==> src/rtl/execute_if.sv <==
// ----------------------------------------------------------------------------
// execute_pkg / execute_if
//  Shared types and the ID <-> EX bus for the EX stage of the RV32 pipeline.
//
//  execute_pkg
//    ex_mem_t      EX/MEM pipeline register contents
//    OP_*          alu_op encodings (18-31 are illegal)
//
//  execute_if  (ID side = master, EX stage = slave)
//    id_valid    ID->EX  1   ID/EX holds a real instruction
//    alu_op      ID->EX  5   operation select
//    rs1_data    ID->EX  32  operand A (already forwarded)
//    rs2_data    ID->EX  32  rs2 value / store data
//    imm         ID->EX  32  sign-extended immediate
//    alu_src     ID->EX  1   1 = imm is operand B
//    rd          ID->EX  5   destination register
//    RegWrite    ID->EX  1   write-back enable
//    MemWrite    ID->EX  1   store enable
//    MemToReg    ID->EX  1   load select for write-back
//    flush       ID->EX  1   kill the instruction in EX (and any divide)
//    ex_stall    EX->ID  1   ID must hold its instruction
//    ex_illegal  EX->ID  1   1-cycle pulse, illegal op retired as a bubble
//    ex_mem      EX->MEM     registered EX/MEM contents
// ----------------------------------------------------------------------------
package execute_pkg;

   typedef struct packed {
      logic [31:0] alu_result;
      logic [31:0] rs2_data;
      logic [4:0]  rd;
      logic        RegWrite;
      logic        MemWrite;
      logic        MemToReg;
   } ex_mem_t;

   localparam logic [4:0] OP_ADD   = 5'd0;
   localparam logic [4:0] OP_SUB   = 5'd1;
   localparam logic [4:0] OP_AND   = 5'd2;
   localparam logic [4:0] OP_OR    = 5'd3;
   localparam logic [4:0] OP_XOR   = 5'd4;
   localparam logic [4:0] OP_SLL   = 5'd5;
   localparam logic [4:0] OP_SRL   = 5'd6;
   localparam logic [4:0] OP_SRA   = 5'd7;
   localparam logic [4:0] OP_SLT   = 5'd8;
   localparam logic [4:0] OP_SLTU  = 5'd9;
   localparam logic [4:0] OP_MUL   = 5'd10;
   localparam logic [4:0] OP_MULH  = 5'd11;
   localparam logic [4:0] OP_MULHU = 5'd12;
   localparam logic [4:0] OP_DIV   = 5'd13;
   localparam logic [4:0] OP_DIVU  = 5'd14;
   localparam logic [4:0] OP_REM   = 5'd15;
   localparam logic [4:0] OP_REMU  = 5'd16;
   localparam logic [4:0] OP_PASSB = 5'd17;

endpackage

interface execute_if;
   logic                  id_valid;
   logic [4:0]            alu_op;
   logic [31:0]           rs1_data;
   logic [31:0]           rs2_data;
   logic [31:0]           imm;
   logic                  alu_src;
   logic [4:0]            rd;
   logic                  RegWrite;
   logic                  MemWrite;
   logic                  MemToReg;
   logic                  flush;
   logic                  ex_stall;
   logic                  ex_illegal;
   execute_pkg::ex_mem_t  ex_mem;

   modport master (
      output id_valid, alu_op, rs1_data, rs2_data, imm, alu_src,
             rd, RegWrite, MemWrite, MemToReg, flush,
      input  ex_stall, ex_illegal, ex_mem
   );

   modport slave (
      input  id_valid, alu_op, rs1_data, rs2_data, imm, alu_src,
             rd, RegWrite, MemWrite, MemToReg, flush,
      output ex_stall, ex_illegal, ex_mem
   );
endinterface

==> src/rtl/execute.sv <==
// ----------------------------------------------------------------------------
// execute
//  EX stage of the 5-stage RV32 pipeline. Single-cycle ALU/shift/compare ops
//  are registered into EX/MEM at the next edge. DIV/DIVU/REM/REMU run on an
//  iterative restoring divider with a fixed latency; ID is stalled and bubbles
//  go into EX/MEM while the divide is in flight.
//
//  Optional feature: define EXECUTE_MUL_EN to make ops 10-12 single-cycle
//  32x32 multiplies. Without it those ops are illegal (bubble + ex_illegal).
//
//  Parameters
//    DIV_BITS_PER_CYCLE  quotient bits per cycle (1 or 2)
//
//  Ports
//    clk       rising-edge clock
//    reset_n   asynchronous active-low reset
//    bus       execute_if.slave (ID inputs, ex_stall/ex_illegal/ex_mem out)
// ----------------------------------------------------------------------------
module execute #(
   parameter int DIV_BITS_PER_CYCLE = 1
) (
   input  logic      clk,
   input  logic      reset_n,
   execute_if.slave  bus
);
   import execute_pkg::*;

   localparam int         DIV_CYCLES = 32 / DIV_BITS_PER_CYCLE;
   localparam logic [4:0] CNT_INIT   = 5'(DIV_CYCLES - 1);

   typedef enum logic {
      IDLE    = 1'b0,
      DIV_RUN = 1'b1
   } state_t;

   state_t      state_reg, state_next;
   ex_mem_t     ex_mem_reg, ex_mem_next;
   logic        ex_illegal_reg, ex_illegal_next;
   logic        stall;
   logic        issue;

   // divider state
   logic [31:0] quo_reg;     // dividend shifting out / quotient shifting in
   logic [31:0] rem_reg;     // partial remainder
   logic [31:0] dvs_reg;     // |divisor|
   logic [4:0]  cnt_reg;
   logic        neg_q_reg;
   logic        neg_r_reg;
   logic        is_rem_reg;
   logic [31:0] rs2_hold_reg;
   logic [4:0]  rd_hold_reg;
   logic        rw_hold_reg;
   logic        mw_hold_reg;
   logic        mtr_hold_reg;

   // operand selection and single-cycle ALU
   logic [31:0] op_a, op_b;
   logic [31:0] alu_res;
   logic        op_illegal;
   logic        op_is_div;
   logic        div_signed;
   logic        div_is_rem;

   assign op_a = bus.rs1_data;
   assign op_b = bus.alu_src ? bus.imm : bus.rs2_data;

`ifdef EXECUTE_MUL_EN
   // One unsigned multiplier; the signed high word is recovered by
   // subtracting the sign corrections from the unsigned high word.
   logic [63:0] prod_uu;
   logic [31:0] mulh_ss;
   assign prod_uu = {32'd0, op_a} * {32'd0, op_b};
   assign mulh_ss = prod_uu[63:32]
                    - (op_a[31] ? op_b : 32'd0)
                    - (op_b[31] ? op_a : 32'd0);
`endif

   always_comb begin
      alu_res    = '0;
      op_illegal = 1'b0;
      op_is_div  = 1'b0;
      case (bus.alu_op)
         OP_ADD:   alu_res = op_a + op_b;
         OP_SUB:   alu_res = op_a - op_b;
         OP_AND:   alu_res = op_a & op_b;
         OP_OR:    alu_res = op_a | op_b;
         OP_XOR:   alu_res = op_a ^ op_b;
         OP_SLL:   alu_res = op_a << op_b[4:0];
         OP_SRL:   alu_res = op_a >> op_b[4:0];
         OP_SRA:   alu_res = 32'($signed(op_a) >>> op_b[4:0]);
         OP_SLT:   alu_res = {31'd0, $signed(op_a) < $signed(op_b)};
         OP_SLTU:  alu_res = {31'd0, op_a < op_b};
`ifdef EXECUTE_MUL_EN
         OP_MUL:   alu_res = prod_uu[31:0];
         OP_MULH:  alu_res = mulh_ss;
         OP_MULHU: alu_res = prod_uu[63:32];
`endif
         OP_DIV, OP_DIVU, OP_REM, OP_REMU: op_is_div = 1'b1;
         OP_PASSB: alu_res = op_b;
         default:  op_illegal = 1'b1;
      endcase
   end

   assign div_signed = (bus.alu_op == OP_DIV) || (bus.alu_op == OP_REM);
   assign div_is_rem = (bus.alu_op == OP_REM) || (bus.alu_op == OP_REMU);

   // Restoring division, DIV_BITS_PER_CYCLE steps per clock. The compare is
   // done on 33 bits; the subtraction fits in 32 because the true remainder
   // is always below the divisor. A zero divisor naturally gives an all-ones
   // quotient and leaves the dividend as the remainder.
   logic [31:0] q_step, r_step;
   logic [32:0] shifted;

   always_comb begin
      q_step  = quo_reg;
      r_step  = rem_reg;
      shifted = '0;
      for (int i = 0; i < DIV_BITS_PER_CYCLE; i++) begin
         shifted = {r_step, q_step[31]};
         if (shifted >= {1'b0, dvs_reg}) begin
            r_step = shifted[31:0] - dvs_reg;
            q_step = {q_step[30:0], 1'b1};
         end else begin
            r_step = shifted[31:0];
            q_step = {q_step[30:0], 1'b0};
         end
      end
   end

   // Sign fix-up. Divide-by-zero keeps the all-ones quotient unnegated;
   // 0x80000000 / -1 falls out as 0x80000000 with remainder 0.
   logic [31:0] q_fix, r_fix, div_result;
   assign q_fix      = (neg_q_reg && (dvs_reg != 32'd0)) ? -q_step : q_step;
   assign r_fix      = neg_r_reg ? -r_step : r_step;
   assign div_result = is_rem_reg ? r_fix : q_fix;

   // next-state / outputs
   always_comb begin
      state_next      = state_reg;
      ex_mem_next     = '0;
      ex_illegal_next = 1'b0;
      stall           = 1'b0;
      issue           = 1'b0;
      case (state_reg)
         IDLE: begin
            if (bus.id_valid && !bus.flush) begin
               if (op_is_div) begin
                  // reset_n gate keeps ex_stall low throughout reset
                  issue      = reset_n;
                  stall      = reset_n;
                  state_next = DIV_RUN;
               end else if (op_illegal) begin
                  ex_illegal_next = 1'b1;
               end else begin
                  ex_mem_next.alu_result = alu_res;
                  ex_mem_next.rs2_data   = bus.rs2_data;
                  ex_mem_next.rd         = bus.rd;
                  ex_mem_next.RegWrite   = bus.RegWrite && (bus.rd != 5'd0);
                  ex_mem_next.MemWrite   = bus.MemWrite;
                  ex_mem_next.MemToReg   = bus.MemToReg;
               end
            end
         end
         DIV_RUN: begin
            if (bus.flush) begin
               stall      = 1'b1;
               state_next = IDLE;
            end else if (cnt_reg == 5'd0) begin
               // result cycle: ID may advance at this same edge
               state_next             = IDLE;
               ex_mem_next.alu_result = div_result;
               ex_mem_next.rs2_data   = rs2_hold_reg;
               ex_mem_next.rd         = rd_hold_reg;
               ex_mem_next.RegWrite   = rw_hold_reg;
               ex_mem_next.MemWrite   = mw_hold_reg;
               ex_mem_next.MemToReg   = mtr_hold_reg;
            end else begin
               stall = 1'b1;
            end
         end
         default: state_next = IDLE;
      endcase
   end

   always_ff @(posedge clk or negedge reset_n) begin
      if (!reset_n) begin
         state_reg      <= IDLE;
         ex_mem_reg     <= '0;
         ex_illegal_reg <= 1'b0;
         quo_reg        <= '0;
         rem_reg        <= '0;
         dvs_reg        <= '0;
         cnt_reg        <= '0;
         neg_q_reg      <= 1'b0;
         neg_r_reg      <= 1'b0;
         is_rem_reg     <= 1'b0;
         rs2_hold_reg   <= '0;
         rd_hold_reg    <= '0;
         rw_hold_reg    <= 1'b0;
         mw_hold_reg    <= 1'b0;
         mtr_hold_reg   <= 1'b0;
      end else begin
         state_reg      <= state_next;
         ex_mem_reg     <= ex_mem_next;
         ex_illegal_reg <= ex_illegal_next;
         if (issue) begin
            quo_reg      <= (div_signed && op_a[31]) ? -op_a : op_a;
            dvs_reg      <= (div_signed && op_b[31]) ? -op_b : op_b;
            rem_reg      <= '0;
            cnt_reg      <= CNT_INIT;
            neg_q_reg    <= div_signed && (op_a[31] ^ op_b[31]);
            neg_r_reg    <= div_signed && op_a[31];
            is_rem_reg   <= div_is_rem;
            rs2_hold_reg <= bus.rs2_data;
            rd_hold_reg  <= bus.rd;
            rw_hold_reg  <= bus.RegWrite && (bus.rd != 5'd0);
            mw_hold_reg  <= bus.MemWrite;
            mtr_hold_reg <= bus.MemToReg;
         end else if (state_reg == DIV_RUN) begin
            quo_reg <= q_step;
            rem_reg <= r_step;
            cnt_reg <= cnt_reg - 5'd1;
         end
      end
   end

   assign bus.ex_stall   = stall;
   assign bus.ex_illegal = ex_illegal_reg;
   assign bus.ex_mem     = ex_mem_reg;

endmodule

==> src/flat_wrapper.sv <==
// flat-port wrapper written by rule: the top's interface ports become plain ports
module execute_flat import execute_pkg::*;
#(
   parameter int DIV_BITS_PER_CYCLE = 1
)
  (clk, reset_n, bus_id_valid, bus_alu_op, bus_rs1_data, bus_rs2_data, bus_imm, bus_alu_src, bus_rd, bus_RegWrite, bus_MemWrite, bus_MemToReg, bus_flush, bus_ex_stall, bus_ex_illegal, bus_ex_mem);
  execute_if bus_i ();
  input  logic clk;
  input  logic reset_n;
  input wire logic [$bits(bus_i.id_valid)-1:0] bus_id_valid;
  input wire logic [$bits(bus_i.alu_op)-1:0] bus_alu_op;
  input wire logic [$bits(bus_i.rs1_data)-1:0] bus_rs1_data;
  input wire logic [$bits(bus_i.rs2_data)-1:0] bus_rs2_data;
  input wire logic [$bits(bus_i.imm)-1:0] bus_imm;
  input wire logic [$bits(bus_i.alu_src)-1:0] bus_alu_src;
  input wire logic [$bits(bus_i.rd)-1:0] bus_rd;
  input wire logic [$bits(bus_i.RegWrite)-1:0] bus_RegWrite;
  input wire logic [$bits(bus_i.MemWrite)-1:0] bus_MemWrite;
  input wire logic [$bits(bus_i.MemToReg)-1:0] bus_MemToReg;
  input wire logic [$bits(bus_i.flush)-1:0] bus_flush;
  output wire logic [$bits(bus_i.ex_stall)-1:0] bus_ex_stall;
  output wire logic [$bits(bus_i.ex_illegal)-1:0] bus_ex_illegal;
  output wire logic [$bits(bus_i.ex_mem)-1:0] bus_ex_mem;
  assign bus_i.id_valid = bus_id_valid;
  assign bus_i.alu_op = bus_alu_op;
  assign bus_i.rs1_data = bus_rs1_data;
  assign bus_i.rs2_data = bus_rs2_data;
  assign bus_i.imm = bus_imm;
  assign bus_i.alu_src = bus_alu_src;
  assign bus_i.rd = bus_rd;
  assign bus_i.RegWrite = bus_RegWrite;
  assign bus_i.MemWrite = bus_MemWrite;
  assign bus_i.MemToReg = bus_MemToReg;
  assign bus_i.flush = bus_flush;
  assign bus_ex_stall = bus_i.ex_stall;
  assign bus_ex_illegal = bus_i.ex_illegal;
  assign bus_ex_mem = bus_i.ex_mem;
  execute #(.DIV_BITS_PER_CYCLE(DIV_BITS_PER_CYCLE)) u_core (.clk(clk), .reset_n(reset_n), .bus(bus_i));
endmodule
==> config.mk <==
export PLATFORM = sky130hd
export DESIGN_NAME = execute_flat
export DESIGN_NICKNAME = d
export VERILOG_FILES = /design/src/rtl/execute_if.sv /design/src/rtl/execute.sv /design/src/flat_wrapper.sv
export SDC_FILE = /design/constraint.sdc
export NUM_CORES = 1
export LEC_CHECK = 0
export CAP_MARGIN = 15
export CORE_MARGIN = 1.5
export CORE_UTILIZATION = 50
export CTS_CLUSTER_SIZE = 30
export DETAILED_ROUTE_END_ITERATION = 16
export MAX_ROUTING_LAYER = met4
export PLACE_DENSITY = 0.7
export SLEW_MARGIN = 15
export SYNTH_ARGS = -nofsm -noshare
export SYNTH_HDL_FRONTEND = slang
export SYNTH_SLANG_ARGS = --single-unit
==> constraint.sdc <==
create_clock -name clk -period 14.3 [get_ports clk]
set_input_delay 4.29 -clock clk [delete_from_list [all_inputs] [get_ports clk]]
set_output_delay 4.29 -clock clk [all_outputs]
set_load 0.01 [all_outputs]
==> flow_metrics.tcl, run 1 <==
set metrics [dict create \
    synth_common_cells "nand2_1 (372), nor2_1 (232), o21ai_0 (232), dfrtp_1 (218), a21oi_1 (214)" \
    end_kind "output port" \
    skew_ns 0.02127 \
    hold_violations 0 \
    cp_slowest_cell "o31ai_1" \
    hp-class "register to register" \
    core_sq_um 44510 \
    synth_edf_count 0 \
    whs_ns 0.4763 \
    peakVddDrop_mv 0.2636 \
    grt_pass1_wl_microns 148900 \
    largest_reg_flops 72 \
    postCtsResizedCells 0 \
    ys_top_cells_by_area "dfrtp_1 (24%), ha_1 (7.5%), nand2_1 (6.2%)" \
    grt_pass1_vias 23700 \
    power.density_nw_per_um2 157.1 \
    post-route-min-period_ns 11.54 \
    via_count 25020 \
    die_x_microns 215.9 \
    slew_viol_final 0 \
    synth_top_area_share_pct 24.07 \
    ys_warn_count 0 \
    fmax_ghz 0.08667 \
    drv_cap 0 \
    ctsHoldBuffers 0 \
    cts.sinks 218 \
    ys_types 99 \
    ys.flop_type "dfrtp_1" \
    clock-root-buffer "clkbuf_16" \
    initialDrtViolationCount 3324 \
    io_buffers 187 \
    numCtsBuffers 26 \
    grtUsageTotal_pct 43.29 \
    core.rowCount 77 \
    die_area_sq_um 46610 \
    insertion_delay_ns 0.55 \
    antenna_left 0 \
    setup_viol 0 \
    status "completed" \
    drt_pass1_iterations 9 \
    cts.path.max_buffers 3 \
    syn_area_sq_um 22660 \
    synth_nets 3204 \
    final_nets 3268 \
    htreeDepth 1 \
    clkTransAtPathRegs_ns 0.06 \
    fin_crit_sh_pct 80.69 \
    die_h_microns 215.9 \
    synth.avg_cell_area_sq_um 7.676 \
    boundaryPins 188 \
    relSlewSlack_pct 15.88 \
    path_class "input port to output port" \
    tightest_slew_ns 1.250 \
    crit_arrival_ns 7.25 \
    wl_microns 100800 \
    drc 0 \
    worstPathRequired_ns 10.01 \
    crit_path_frequent_cell "nor2_1" \
    rsz0062_at_grt "no" \
    gp_congestion 1.098 \
    grt_overflow 0 \
    yosys_register_bits 218 \
    cts_tree "built" \
    synth-seq-area-share_pct 24.07 \
    vias_per_cell 6.897 \
    hpwlAfterDp_microns 76050 \
    cts_setup_buffers 0 \
    path_cells "clkdlybuf4s50_1 -> buf_4 -> nor2_1 -> o31ai_1 -> nand2_1 -> nor2_1 -> nor2_2 -> nor2_1 -> clkdlybuf4s50_1" \
    post_drt_wl_per_cell_microns 27.79 \
    drive_above_1_share_pct 6.229 \
    crit_fanout 33 \
    slowest_delay_ns 0.71 \
    power_leakage_uw 0.01095 \
    start_kind "input port" \
    async_reset_ff_share_pct 100.0 \
    synth.most_common_cell "nand2_1" \
    yosysTopAreaCell "dfrtp_1" \
    grt_start_max_net_pins 88 \
    tns_ns 0 \
    synth_cells 2952 \
    area_growth_pct 13.81 \
    antenna_found_initial 2 \
    initial_utilization_pct 50.91 \
]
-- cell type report --
class | count | area [sq um]
fillers | 4096 | 18720
diodes | 1 | 2.502
well taps | 592 | 740.7
flip-flops and latches | 218 | 5455
repair buffers | 245 | 2307
multi-input cells | 2366 | 15840
clock buffers | 37 | 793.3
inverters | 159 | 596.8
clock inverters | 9 | 60.06
-- per-stage QoR --
stage | worst slack, ns | utilization [%] | instances | total power, uW | instance area [sq um]
CTS | 2.786 | 57.93 | 3626 | 3961 | 25780
finish | 2.762 | 57.94 | 3627 | 4051 | 25790
detailed placement | 2.785 | 56.01 | 3580 | 3287 | 24930
floorplan | 4.203 | - | 2952 | 2642 | 22660
global route | 2.582 | 57.94 | 3627 | 4273 | 25790
global placement | 2.818 | 56.00 | 3580 | 3246 | 24930
-- cell usage in the layout, fill, tap and decap left out, drive strengths merged, types with 15 or more instances in the layout --
| cell | netlist | routed |
|---|---|---|
| xor2 | 32 | 32 |
| a21oi | 214 | 214 |
| ha | 135 | 135 |
| o21bai | 19 | 19 |
| nand2b | 19 | 19 |
| xnor2 | 114 | 114 |
| mux2i | 122 | 122 |
| buf | 63 | 60 |
| mux4 | 19 | 19 |
| nor2 | 232 | 232 |
| nor3 | 69 | 69 |
| a31oi | 42 | 42 |
| dfrtp | 218 | 218 |
| o21ai | 254 | 254 |
| a22oi | 25 | 25 |
| o211ai | 42 | 42 |
| nand2 | 373 | 373 |
| a21o | 34 | 34 |
| o22ai | 53 | 53 |
| nand3 | 45 | 45 |
| nor4 | 28 | 28 |
| a22o | 59 | 59 |
| a221oi | 21 | 21 |
| clkbuf | 146 | 37 |
| a211oi | 25 | 25 |
| o221ai | 41 | 41 |
| clkdlybuf4s50 | 0 | 185 |
| nand4 | 29 | 29 |
| nor2b | 15 | 15 |
| or3 | 27 | 27 |
| and2 | 19 | 19 |
| inv | 157 | 159 |
| o31ai | 36 | 36 |
-- cell families after synthesis --
logic type                 synth area share [%]
and+or+nand+nor                           18.73
muxes                                     7.796
AOI/OAI and AO/OA                         29.53
DFF                                       24.07
xor gates and xnor gates                  5.643
adders and majority gates                 7.719
buffers and inverters                     6.499
-- layer usage --
metal / up-vias / GRT usage [%] / share of wire [%]
met3: 331 / 8.499 / 10
li1: 10980 / - / -
met2: 1588 / 66.15 / 44
met1: 12120 / 54.55 / 39
met4: 0 / 21.63 / 6.1
met5: - / - / 0
-- worst max-delay path, delay by kind of cell --
kind | cells | cell delay (ns)
buf+inv | 3 | 1.38
simple gates | 5 | 0.86
compound gates | 1 | 0.71
-- power by group --
group          internal, uW  switching (uW)
logic                   881            1600
clock network           385             272
registers               752             161
-- worst paths after layout --
| check | slack, ns | to | cells after the start | start |
|---|---|---|---|---|
| worst min-delay path | 0.48 | u_core.rs2_hold_reg[22] | 2 | u_core.rs2_hold_reg[22] |
| max in group asynchronous | 8.78 | u_core.bus.ex_mem[36] | 3 | reset_n |
| worst max-delay path | 2.76 | bus_ex_stall | 9 | bus_alu_op[0] |
| worst max register to register | 8.21 | u_core.bus.ex_mem[64] | 19 | u_core.rem_reg[9] |
| min in group asynchronous | 3.63 | u_core.bus.ex_mem[13] | 1 | reset_n |
| worst min register to register | 0.48 | u_core.rs2_hold_reg[22] | 2 | u_core.rs2_hold_reg[22] |
Power figures use the tool's default switching activity.
==> run 2: changes to the inputs <==
- clock period: 14.3 -> 11.1 ns (I/O delays scaled with it)
==> run 2 against run 1 <==
  * Global-route usage rose by 1.2 points
  * Count of clock-buffer cells in the layout decreased by 5
  * Critical path depth is the same
  * Largest cell class unchanged
  * Clock power increased by 40%
  * Highest routed layer unchanged
  * First-iteration DRC count grew 2.5%
  * Non-clock buffer count is 3 higher
  * Sequential share of layout area fell by 0.075 points
==> flow_metrics.tcl, run 2 (synthesis gave the netlist of run 1 again) <==
set metrics [dict create \
    drc 0 \
    largest_reg_flops 72 \
    cts_setup_buffers 0 \
    crit_path_frequent_cell "nor2_1" \
    worstPathRequired_ns 7.77 \
    grt_overflow 0 \
    skew_ns 0.02621 \
    hold_violations 0 \
    multi_input_area_sq_um 15830 \
    status "completed" \
    cp_num_buf_inv 3 \
    met1_usage_pct 55.03 \
    crit_fanout 33 \
    grtUsageTotal_pct 44.44 \
    crit_arrival_ns 6.37 \
    ctsHoldBuffers 0 \
    use_met3_pct 9.119 \
    peakVddDrop_mv 0.1983 \
    core_sq_um 44510 \
    end_kind "output port" \
    hp-class "register to register" \
    slowest_delay_ns 0.73 \
    clkTransAtPathRegs_ns 0.06 \
    io_buffers 187 \
    p_int_uw 2653 \
    relSlewSlack_pct 6.148 \
    cts.path.max_buffers 3 \
    fin_cells 3635 \
    drive_above_1_share_pct 6.320 \
    final_nets 3271 \
    postCtsResizedCells 0 \
    grt_start_max_net_pins 105 \
    via_count 25060 \
    drv_cap 0 \
    initial_utilization_pct 50.91 \
    regToRegSetupSlack_ns 5.26 \
    tightest_slew_ns 1.396 \
    layout_common_cells "nand2_1 (371), nor2_1 (230), o21ai_0 (230)" \
    grt_pass1_vias 23790 \
    boundaryPins 188 \
    path_class "input port to output port" \
    clock-root-buffer "clkbuf_16" \
    power_frac_comb_pct 60.5 \
    post_drt_wl_per_cell_microns 28.33 \
    cts.sinks 218 \
    swShare_pct 49.94 \
    antenna_found_initial 5 \
    vias_per_cell 6.894 \
    area_growth_pct 14.22 \
    drt_pass1_iterations 6 \
    die_h_microns 215.9 \
    insertion_delay_ns 0.57 \
    setup_viol 0 \
    post-route-min-period_ns 9.699 \
    rsz0062_at_grt "no" \
    dp.cells 3583 \
    grt_pass1_wl_microns 152700 \
    slew_viol_final 0 \
    cts_tree "built" \
    tns_ns 0 \
    antenna_left 0 \
    fmax_ghz 0.1031 \
    seqPwrFrac_pct 22.2 \
    power_leakage_uw 0.01099 \
    wl_microns 103000 \
    totalPowerFinal_uw 5299 \
    start_kind "input port" \
    gp_congestion 1.101 \
    fin_crit_sh_pct 87.38 \
    core.rowCount 77 \
    cp_slowest_cell "o31ai_1" \
    met2_usage_pct 69.07 \
    htreeDepth 1 \
    numCtsBuffers 26 \
    die_area_sq_um 46610 \
    power.share.clock_pct 17.3 \
    final_common_cell "nand2_1" \
    critPathTopFamily "buffers and inverters" \
    busiest_layer "met2" \
    path_cells "clkdlybuf4s50_1 -> buf_4 -> nor2_1 -> o31ai_1 -> nand2_1 -> nor2_1 -> nor2_2 -> nor2_1 -> clkdlybuf4s50_1" \
    fill_cells 4075 \
    die_x_microns 215.9 \
    seq_area_sq_um 5455 \
    initialDrtViolationCount 3407 \
    power.density_nw_per_um2 204.7 \
    hpwlAfterDp_microns 77900 \
    power.switching_uw 2646 \
]
## run 2: changes by cell type in the layout (fill, tap and decap cells not counted), moves of 3 or more
| cell | before | now |
|---|---|---|
| buf_4 | 58 | 61 |
| clkbuf_8 | 8 | 4 |
| bufinv_16 | 0 | 4 |
| diode_2 | 1 | 5 |
## run 2: cell type report
| type | count | area share, % |
|---|---|---|
| sequential | 218 | 21.08 |
| timing repair buffer | 248 | 9.001 |
| clock buffer | 32 | 2.755 |
| multi-input combinational | 2366 | 61.17 |
| antenna | 5 | 0.04834 |
| tap | 592 | 2.862 |
| inverter | 159 | 2.306 |
| clock inverter | 15 | 0.7831 |
## run 2: power groups by stage
stage	combinational, uW	sequential (uW)	clock [uW]
after floorplan	2290	1120	0
after CTS	3110	1170	922
after detailed placement	3080	1180	0
after global routing	3450	1190	953
final	3210	1180	917
after global placement	3030	1170	0
## run 2: metal layers
metal | up-vias | part of all wire (%)
met5 | - | 0
met4 | 0 | 6.2
met3 | 351 | 9.8
met2 | 1600 | 45
met1 | 12110 | 39
li1 | 11000 | -
## run 2: worst register-to-register path: cells and delay by family, from the launching register on
family,cells,cell delay (ns)
compound gates,6,1.80
flops,1,0.42
xor+xnor,1,0.30
fa+ha+maj,2,0.78
simple gates,7,1.62
buf+inv,3,0.75
## run 2: path summary, 6_finish.rpt
kind,startpoint,end,cells past startpoint
max,bus_alu_op[0],bus_ex_stall,9
min,u_core.rs2_hold_reg[7],u_core.rs2_hold_reg[7],2
min reg2reg,u_core.rs2_hold_reg[7],u_core.rs2_hold_reg[7],2
max in group asynchronous,reset_n,u_core.bus.ex_mem[68],3
max reg2reg,u_core.dvs_reg[11],u_core.bus.ex_mem[64],19
min in group asynchronous,reset_n,u_core.bus.ex_mem[13],1
## run 2: stage by stage
stage | utilization, % | hold slack (ns) | setup WS, ns | area, sq um
2_1_floorplan | - | 0.4368 | 2.923 | 22660
3_3_place_gp | 56.06 | 0.4480 | 1.518 | 24950
3_5_place_dp | 56.06 | 0.4632 | 1.517 | 24950
4_1_cts | 58.12 | 0.4766 | 1.518 | 25870
5_1_grt | 58.15 | 0.5044 | 1.281 | 25880
6_report | 58.15 | 0.4755 | 1.401 | 25880
